## src/rtl/ctrl_pkg.sv

```systemverilog
// ctrl_pkg
// Shared definitions for the multicycle controller:
//   - FSM state encoding (state_t)
//   - instruction class codes carried on op_class
//   - branch condition codes carried on cond
//   - small decode helpers used by the controller
package ctrl_pkg;

   typedef enum logic [2:0] {
      S_FETCH  = 3'd0,
      S_DECODE = 3'd1,
      S_EXEC   = 3'd2,
      S_MEM    = 3'd3,
      S_WB     = 3'd4,
      S_HALTED = 3'd5
   } state_t;

   localparam logic [2:0] OP_ALU_R  = 3'd0;
   localparam logic [2:0] OP_ALU_I  = 3'd1;
   localparam logic [2:0] OP_LOAD   = 3'd2;
   localparam logic [2:0] OP_STORE  = 3'd3;
   localparam logic [2:0] OP_BRANCH = 3'd4;
   localparam logic [2:0] OP_JUMP   = 3'd5;
   localparam logic [2:0] OP_HALT   = 3'd6;
   localparam logic [2:0] OP_NOP    = 3'd7;

   // Code 0 is not named: it behaves as GREATER.
   localparam logic [1:0] COND_LESS    = 2'd1;
   localparam logic [1:0] COND_GREATER = 2'd2;
   localparam logic [1:0] COND_EQUAL   = 2'd3;

   // Classes whose ALU B operand is the immediate (address calc for memory ops).
   function automatic logic uses_imm(input logic [2:0] cls);
      return (cls == OP_ALU_I) || (cls == OP_LOAD) || (cls == OP_STORE);
   endfunction

   function automatic logic is_mem(input logic [2:0] cls);
      return (cls == OP_LOAD) || (cls == OP_STORE);
   endfunction

endpackage

```

## src/rtl/cond_eval.sv

```systemverilog
// cond_eval
// Evaluates a branch condition against a two's-complement operand.
// Ports:
//   operand : WIDTH-bit signed value under test
//   cond    : condition code (LESS, EQUAL, GREATER; 0 acts as GREATER)
//   taken   : 1 when the condition holds
module cond_eval
   import ctrl_pkg::*;
#(
   parameter int WIDTH = 32
) (
   input  logic [WIDTH-1:0] operand,
   input  logic [1:0]       cond,
   output logic             taken
);

   logic is_neg_s;
   logic is_zero_s;

   // Sign/zero classification of the operand and condition selection.
   always_comb begin
      is_neg_s  = operand[WIDTH-1];
      is_zero_s = (operand == {WIDTH{1'b0}});
      case (cond)
         COND_LESS:    taken = is_neg_s;
         COND_EQUAL:   taken = is_zero_s;
         COND_GREATER: taken = ~is_neg_s & ~is_zero_s;
         default:      taken = ~is_neg_s & ~is_zero_s;
      endcase
   end

endmodule

```

## src/rtl/multicycle_controller.sv

```systemverilog
// multicycle_controller
// Control FSM of a multicycle processor: FETCH -> DECODE -> EXEC -> (MEM) -> (WB).
// Ports:
//   clk, rst                 : clock, asynchronous active-high reset
//   op_class, cond           : instruction class / branch condition from the IR,
//                              latched during DECODE
//   br_operand               : signed value tested by branches (sampled live in EXEC)
//   imem_ready, dmem_ready   : memory handshakes, honoured only in FETCH / MEM
//   imem_req, dmem_req, dmem_we, ir_we, pc_we, pc_sel,
//   alu_src_sel, reg_we, wb_sel : datapath strobes/selects (combinational)
//   halted                   : high while in HALTED
//   retired                  : count of completed instructions, wraps at 2^32
module multicycle_controller
   import ctrl_pkg::*;
#(
   parameter int WIDTH = 32
) (
   input  logic             clk,
   input  logic             rst,
   input  logic [2:0]       op_class,
   input  logic [1:0]       cond,
   input  logic [WIDTH-1:0] br_operand,
   input  logic             imem_ready,
   input  logic             dmem_ready,
   output logic             imem_req,
   output logic             dmem_req,
   output logic             dmem_we,
   output logic             ir_we,
   output logic             pc_we,
   output logic             pc_sel,
   output logic             alu_src_sel,
   output logic             reg_we,
   output logic             wb_sel,
   output logic             halted,
   output logic [31:0]      retired
);

   state_t     state_r;
   state_t     state_s;
   logic [2:0] class_r;
   logic [1:0] cond_r;
   logic       taken_s;
   logic       retire_s;

   cond_eval #(
      .WIDTH(WIDTH)
   ) u_cond_eval (
      .operand(br_operand),
      .cond   (cond_r),
      .taken  (taken_s)
   );

   // State register plus the class/cond latch loaded while in DECODE.
   always_ff @(posedge clk or posedge rst) begin
      if (rst) begin
         state_r <= S_FETCH;
         class_r <= 3'd0;
         cond_r  <= 2'd0;
      end else begin
         state_r <= state_s;
         if (state_r == S_DECODE) begin
            class_r <= op_class;
            cond_r  <= cond;
         end
      end
   end

   // Retired-instruction counter; retire_s marks the final cycle of an instruction.
   always_ff @(posedge clk or posedge rst) begin
      if (rst) begin
         retired <= 32'd0;
      end else if (retire_s) begin
         retired <= retired + 32'd1;
      end
   end

   // Next-state and output decode. While rst is high every output is held
   // at 0 so that no strobe (including imem_req) escapes during reset.
   always_comb begin
      state_s     = state_r;
      retire_s    = 1'b0;
      imem_req    = 1'b0;
      dmem_req    = 1'b0;
      dmem_we     = 1'b0;
      ir_we       = 1'b0;
      pc_we       = 1'b0;
      pc_sel      = 1'b0;
      alu_src_sel = 1'b0;
      reg_we      = 1'b0;
      wb_sel      = 1'b0;
      halted      = 1'b0;
      if (rst) begin
         state_s = S_FETCH;
      end else begin
         case (state_r)
            S_FETCH: begin
               imem_req = 1'b1;
               if (imem_ready) begin
                  ir_we   = 1'b1;
                  pc_we   = 1'b1;
                  pc_sel  = 1'b0;
                  state_s = S_DECODE;
               end else begin
                  state_s = S_FETCH;
               end
            end
            S_DECODE: begin
               state_s = S_EXEC;
            end
            S_EXEC: begin
               alu_src_sel = uses_imm(class_r);
               case (class_r)
                  OP_ALU_R, OP_ALU_I: begin
                     state_s = S_WB;
                  end
                  OP_LOAD, OP_STORE: begin
                     state_s = S_MEM;
                  end
                  OP_BRANCH: begin
                     pc_we    = taken_s;
                     pc_sel   = taken_s;
                     retire_s = 1'b1;
                     state_s  = S_FETCH;
                  end
                  OP_JUMP: begin
                     pc_we    = 1'b1;
                     pc_sel   = 1'b1;
                     retire_s = 1'b1;
                     state_s  = S_FETCH;
                  end
                  OP_HALT: begin
                     retire_s = 1'b1;
                     state_s  = S_HALTED;
                  end
                  default: begin
                     retire_s = 1'b1;
                     state_s  = S_FETCH;
                  end
               endcase
            end
            S_MEM: begin
               dmem_req = 1'b1;
               dmem_we  = (class_r == OP_STORE);
               if (dmem_ready) begin
                  if (class_r == OP_LOAD) begin
                     state_s = S_WB;
                  end else begin
                     retire_s = 1'b1;
                     state_s  = S_FETCH;
                  end
               end else begin
                  state_s = S_MEM;
               end
            end
            S_WB: begin
               reg_we   = 1'b1;
               wb_sel   = (class_r == OP_LOAD);
               retire_s = 1'b1;
               state_s  = S_FETCH;
            end
            S_HALTED: begin
               halted  = 1'b1;
               state_s = S_HALTED;
            end
            default: begin
               state_s = S_FETCH;
            end
         endcase
      end
   end

endmodule

```

## config.mk

```make
export PLATFORM = sky130hd
export DESIGN_NAME = multicycle_controller
export DESIGN_NICKNAME = d
export VERILOG_FILES = /design/src/rtl/ctrl_pkg.sv /design/src/rtl/cond_eval.sv /design/src/rtl/multicycle_controller.sv
export SDC_FILE = /design/constraint.sdc
export NUM_CORES = 1
export LEC_CHECK = 0
export CELL_PAD_IN_SITES_DETAIL_PLACEMENT = 1
export CELL_PAD_IN_SITES_GLOBAL_PLACEMENT = 2
export CORE_ASPECT_RATIO = 1.5
export CORE_MARGIN = 5
export CORE_UTILIZATION = 26
export DETAILED_ROUTE_END_ITERATION = 6
export PLACE_DENSITY = 0.85
export SLEW_MARGIN = 25
export SYNTH_ARGS = -nofsm -noshare
export SYNTH_HDL_FRONTEND = slang
export SYNTH_SLANG_ARGS = --single-unit
```

## constraint.sdc

```tcl
create_clock -name clk -period 4.7 [get_ports clk]
set_input_delay 1.41 -clock clk [delete_from_list [all_inputs] [get_ports clk]]
set_output_delay 1.41 -clock clk [all_outputs]
set_load 0.03 [all_outputs]
```

==> flow_summary.ini, run 1 <==
[worst_setup_path]
timing.critical_path.to_type = output pin
worstPathCellList = clkdlybuf4s50_1 > nor4_1 > nand4_1 > o31a_1 > a211oi_1 > buf_4
criticalPathCategory = primary input to output pin
reg2reg_to = retired[25]
required_ns = 3.29
critPathLaunchType = primary input
ff2ff_setup_slack_ns = 2.45
critical_path.endpoint = pc_we
rr_startpoint = state_r[0]
startpoint = br_operand[17]
critPathArrivalTime_ns = 3.11
cp_num_cells = 6
timing.critical_path.max_delay_family = buffers and inverters
slowest_delay_ns = 0.40
timing.critical_path.slowest_stage_cell = sky130_fd_sc_hd__clkdlybuf4s50_1
crit_path_max_fanout = 2
reg2regPathDepth = 5
critPathBufInv = 2

[floorplanning]
boundaryPins = 83
rows = 40
dieArea_mm2 = 0.0101
floorplan.initialDensity = 0.265
die_x_um = 83.7
die-height_um = 121
floorplan.core_area_mm2 = 0.00801

[flow_run]
maxCapViolCount = 0

[outcome]
outcome = complete, no violations

[global_route]
globalRoute.totalOverflow = 0
grt_pass1_wl_mm = 9.60
grt_antenna_before_repair = 0
track_usage = 0.117
via_count_of_the_first_global_routing_pass = 2065
grt_start_max_net_pins = 41

[power]
worst_vdd_rail_ir_drop_uv = 160
powerDensity_mw_per_mm2 = 322
total_leakage_power_nw = 1.29

[yosys]
yosys_register_bits = 40
mappedNetlistArea_mm2 = 0.00212
yosys.cell_types.count = 42
synthesized_instance_count = 196
ys_seq_area_frac = 0.472
ys.warnings.count = 0
synth.net_count = 238
postSynthAreaPerCell_um2 = 10.8

[cts]
cts_buffers = 5
cts_tree = built
clkTransAtPathRegs_ns = 0.06
postCtsHoldBufs = 0
post_cts_resized = 0
cts_root_buf = sky130_fd_sc_hd__clkbuf_16
h_tree_lvls = 2
cts_setup_buffers = 0
worstSkewPairLatency_ns = 0.28
cts_buffer_depth = 2
cts.sinks = 40

[routing]
detail_route.iter0.violations = 39
finalWirelength_mm = 5.75
firstDrtPassIters = 4
wl_per_cell_um = 14.8
via_count = 1861
drc = 0
detail_route.vias_per_cell = 4.80
final_antenna_net_count = 0

[placed_design]
finalWeightedCongestion = 0.676
postPlaceCellArea_mm2 = 0.00305
place.port_buffers = 82
dp_hpwl_mm = 4.46
placed_cells_incl_taps = 380

[sta]
finalWorstPathRequiredPeriod_ns = 4.52
fin_tns_setup_ns = 0
rsz0062_at_grt = no
final.setup_skew_ns = 0.00451
maxSlewViolCount = 0
slew-limit-headroom = 0.565
hold_violations = 0
timing.hold.ws_ns = 0.471
tightest_slew_ns = 0.648
max_clock_freq_mhz = 221
timing.final.setup_violations = 0
finalCritPeriodShare = 0.961

[final_layout]
layout-drive-gt1-share = 0.138
fin_area_mm2 = 0.00320
layoutNonFillerInstCount = 388
layout.core_utilization = 0.399
combined_area_of_the_multi_input_logic_cells_mm2 = 0.00108
sequential_cell_area_mm2 = 0.00100
design.final.nets = 324
antenna-diode-count = 0
fillerInstances = 912
area_growth_pct = 50.8

[worst_hold_path]
hold_path.class = flop to flop
## cells by family after synthesis
group,share of synthesized area
buf+inv,0.0230
simple gates,0.279
mux,0.0319
fa+ha+maj,0.00590
compound gates,0.0566
xor+xnor,0.132
flops,0.472
## cell type report
class | count | area share
Clock buffer | 6 | 0.0434
Multi-Input combinational cell | 147 | 0.336
Inverter | 3 | 0.00469
Tap cell | 105 | 0.0411
Timing Repair Buffer | 85 | 0.258
Clock inverter | 2 | 0.00313
Sequential cell | 40 | 0.313
## power by group
group          internal (mW)  switching (mW)  leakage, nW
logic                  0.131           0.108        0.670
registers              0.382          0.0657        0.539
clock network          0.209           0.134       0.0766
## synthesized netlist by cell type (all sizes together)
master / n / area (µm²)
o21a: 1 / 7.51
dfrtp: 40 / 1000
nand3b: 1 / 7.51
o221ai: 1 / 8.76
a21o: 1 / 7.51
xor2: 6 / 52.6
o31a: 1 / 8.76
nor4: 12 / 105
inv: 3 / 11.3
nand3: 12 / 60.1
a22oi: 1 / 7.51
a211oi: 1 / 7.51
and4b: 1 / 11.3
and4: 4 / 35.0
and3: 8 / 50.1
a221oi: 3 / 26.3
clkbuf: 4 / 15.0
ha: 1 / 12.5
o221a: 1 / 20.0
nand4: 8 / 50.1
o21ai: 4 / 20.0
nand2b: 2 / 20.0
and2: 3 / 20.0
nor3: 4 / 20.0
nor2: 11 / 53.8
or4b: 2 / 23.8
nor3b: 4 / 35.0
buf: 2 / 22.5
mux2: 6 / 67.6
nand2: 19 / 71.3
nand4b: 2 / 17.5
a31oi: 1 / 6.26
xnor2: 25 / 226
nand4bb: 1 / 11.3
## flip-flops by register name, summed over array words and instances, names as in the netlist
register  cells
state_r       3
class_r       3
retired      32
cond_r        2
## metal layers
metal / up-vias / global-route usage / part of all wire
li1: 884 / - / -
met1: 910 / 0.117 / 0.38
met2: 61 / 0.221 / 0.53
met3: 6 / 0.0382 / 0.073
met4: 0 / 0.0423 / 0.014
met5: - / 0 / 0
## through the flow
| step | worst slack, ns | power, mW |
|---|---|---|
| after floorplan | 0.0309 | 0.591 |
| after global placement | 0.140 | 0.692 |
| after detailed placement | 0.152 | 0.700 |
| after CTS | 0.136 | 1.05 |
| after global routing | 0.0154 | 1.09 |
| final | 0.182 | 1.03 |
## cells in the final DEF, fill, tap and decap left out, types with 4 or more instances in the layout
cell type / instances
sky130_fd_sc_hd__clkdlybuf4s50_1: 75
sky130_fd_sc_hd__dfrtp_1: 40
sky130_fd_sc_hd__xnor2_1: 24
sky130_fd_sc_hd__nand2_1: 19
sky130_fd_sc_hd__nand3_1: 12
sky130_fd_sc_hd__nor4_1: 10
sky130_fd_sc_hd__buf_4: 10
sky130_fd_sc_hd__nor2_1: 8
sky130_fd_sc_hd__and3_1: 8
sky130_fd_sc_hd__nand4_1: 8
sky130_fd_sc_hd__mux2_2: 6
sky130_fd_sc_hd__xor2_1: 6
sky130_fd_sc_hd__clkbuf_16: 5
sky130_fd_sc_hd__and4_1: 4
sky130_fd_sc_hd__o21ai_0: 4
## worst min-delay path by stage
stage	from	endpoint	depth (start not counted)
finish	retired[31]	retired[31]	1
global route	retired[31]	retired[31]	1
CTS	retired[31]	retired[31]	1
detailed placement	retired[31]	retired[31]	1
global placement	retired[31]	retired[31]	1
floorplan	cond_r[1]	cond_r[1]	1
Note: power is estimated with default switching activity, not from simulation.
==> run 2: changes to the inputs <==
Settings changed: CORE_UTILIZATION 26 to 37, DONT_BUFFER_PORTS set to 1, PLACE_DENSITY 0.85 to 0.83.
==> run 2 against run 1 <==
Global-route usage grew 2.7 points. Critical path depth fell by 1. Utilization rose by 2.1 points. Register-to-register slack lost 0.06 ns. Combinational power shrank 38%. Critical endpoint unchanged. Via count fell by 16%. Largest cell class unchanged. Largest power group unchanged. Highest routed layer unchanged. Clock power decreased by 19%. Worst setup slack gained 0.46 ns. Sequential share of layout area is 12 points higher.
==> flow_summary.ini, run 2 (synthesis results as in run 1) <==
[outcome]
outcome = complete, no violations

[floorplanning]
boundaryPins = 83
rows = 33
floorplan.initialDensity = 0.383
die-height_um = 103
floorplan.core_area_mm2 = 0.00553
die_x_um = 71.8
dieArea_mm2 = 0.00738

[routing]
finalWirelength_mm = 5.01
final_antenna_net_count = 0
firstDrtPassIters = 2
detail_route.vias_per_cell = 5.73
via_count = 1565
detail_route.iter0.violations = 51
drc = 0
wl_per_cell_um = 18.3

[cts]
cts_buffers = 5
cts_buffer_depth = 2
worstSkewPairLatency_ns = 0.28
cts_root_buf = sky130_fd_sc_hd__clkbuf_8
cts_setup_buffers = 0
post_cts_resized = 0
postCtsHoldBufs = 0
h_tree_lvls = 2
cts.sinks = 40
cts_tree = built
clkTransAtPathRegs_ns = 0.07

[global_route]
globalRoute.totalOverflow = 0
grt_start_max_net_pins = 41
via_count_of_the_first_global_routing_pass = 1761
track_usage = 0.143
grt_antenna_before_repair = 0
grt_pass1_wl_mm = 8.47

[power]
switching_share = 0.315
sequential_power_share = 0.526
power_frac_comb = 0.164
powerDensity_mw_per_mm2 = 387
internal_power_uw = 617
total_leakage_power_nw = 0.961
switchingPower_uw = 284
worst_vdd_rail_ir_drop_uv = 161
pwr-share-clk = 0.309

[sta]
final.setup_skew_ns = 0.00777
tightest_slew_ns = 0.647
fin_tns_setup_ns = 0
maxSlewViolCount = 0
slew-limit-headroom = 0.566
finalWorstPathRequiredPeriod_ns = 4.06
hold_violations = 0
timing.final.setup_violations = 0
max_clock_freq_mhz = 247
finalCritPeriodShare = 0.863
rsz0062_at_grt = no

[worst_setup_path]
reg2regPathDepth = 5
crit_path_max_fanout = 2
timing.critical_path.to_type = output pin
critPathLaunchType = primary input
required_ns = 3.29
critPathArrivalTime_ns = 2.65
criticalPathCategory = primary input to output pin

[final_layout]
combined_area_of_the_multi_input_logic_cells_mm2 = 0.00108
sequential_cell_area_mm2 = 0.00100
reg_top3 = retired x32, class_r x3, state_r x3
fillerInstances = 641
mostFrequentLayoutCell = sky130_fd_sc_hd__dfrtp_1
largest_reg_flops = 32
design.final.nets = 244
layout-drive-gt1-share = 0.167
largest-register = retired
area_growth_pct = 9.79
antenna-diode-count = 0
top_library_cells_by_usage_in_the_layout_fill_and_taps_aside = sky130_fd_sc_hd__dfrtp_1, sky130_fd_sc_hd__xnor2_1, sky130_fd_sc_hd__nand2_1
layout.core_utilization = 0.421

[worst_hold_path]
worst_hold_path.num_cells = 1
hold_path.class = flop to flop

[flow_run]
maxCapViolCount = 0

[placed_design]
place.port_buffers = 0
dp_hpwl_mm = 3.72
finalWeightedCongestion = 0.745
-- run 2: cell types whose count changed in the layout (fill, tap and decap cells not counted) --
cell                              delta
sky130_fd_sc_hd__clkdlybuf4s50_1    -75
sky130_fd_sc_hd__buf_4               -5
sky130_fd_sc_hd__clkbuf_16           -5
sky130_fd_sc_hd__clkbuf_8            +4
sky130_fd_sc_hd__bufinv_16           +1
sky130_fd_sc_hd__clkinv_2            -1
sky130_fd_sc_hd__clkinvlp_4          +1
-- run 2: final timing paths --
kind	endpoint	slack (ns)	startpoint
max reg2reg	retired[25]	2.39	retired[4]
min reg2reg	cond_r[1]	0.54	cond_r[1]
min	cond_r[1]	0.54	cond_r[1]
max	pc_we	0.64	br_operand[9]
min in group asynchronous	state_r[1]	1.15	rst
max in group asynchronous	retired[23]	3.20	rst
-- run 2: per-stage QoR --
| stage | setup WS (ns) | cells | instance area, µm² | total power [mW] | hold WS (ns) |
|---|---|---|---|---|---|
| 6_report | 0.644 | 273 | 2330 | 0.902 | 0.538 |
| 5_1_grt | 0.441 | 273 | 2330 | 0.953 | 0.578 |
| 4_1_cts | 0.619 | 273 | 2330 | 0.919 | 0.544 |
| 3_5_place_dp | 0.637 | 265 | 2220 | 0.636 | 0.522 |
| 3_3_place_gp | 0.656 | 265 | 2220 | 0.628 | 0.523 |
| 2_1_floorplan | 0.0309 | 196 | 2130 | 0.591 | 0.496 |
-- run 2: layer usage --
layer  GRT usage  part of all wire
met1       0.147              0.36
met4      0.0564             0.015
met5           0                 0
met3      0.0488             0.088
met2       0.266              0.53
-- run 2: critical path: stages --
cell and delay [ns]:
sky130_fd_sc_hd__nor4_1 0.29, sky130_fd_sc_hd__nand4_1 0.16, sky130_fd_sc_hd__o31a_1 0.33, sky130_fd_sc_hd__a211oi_1 0.25, sky130_fd_sc_hd__buf_4 0.20
-- run 2: final cells by class --
cell class                      count  share of cell area
Inverter                            3             0.00645
Clock buffer                        5              0.0296
Timing Repair Buffer                5              0.0161
Clock inverter                      3              0.0183
Sequential cell                    40               0.430
Tap cell                           70              0.0376
Multi-Input combinational cell    147               0.462
-- run 2: power groups by stage --
| stage | Combinational (mW) | Sequential, mW | Clock, mW |
|---|---|---|---|
| after floorplan | 0.138 | 0.453 | 0 |
| after global placement | 0.146 | 0.482 | 0 |
| after detailed placement | 0.152 | 0.484 | 0 |
| after CTS | 0.152 | 0.477 | 0.290 |
| after global routing | 0.166 | 0.486 | 0.302 |
| final | 0.148 | 0.475 | 0.279 |
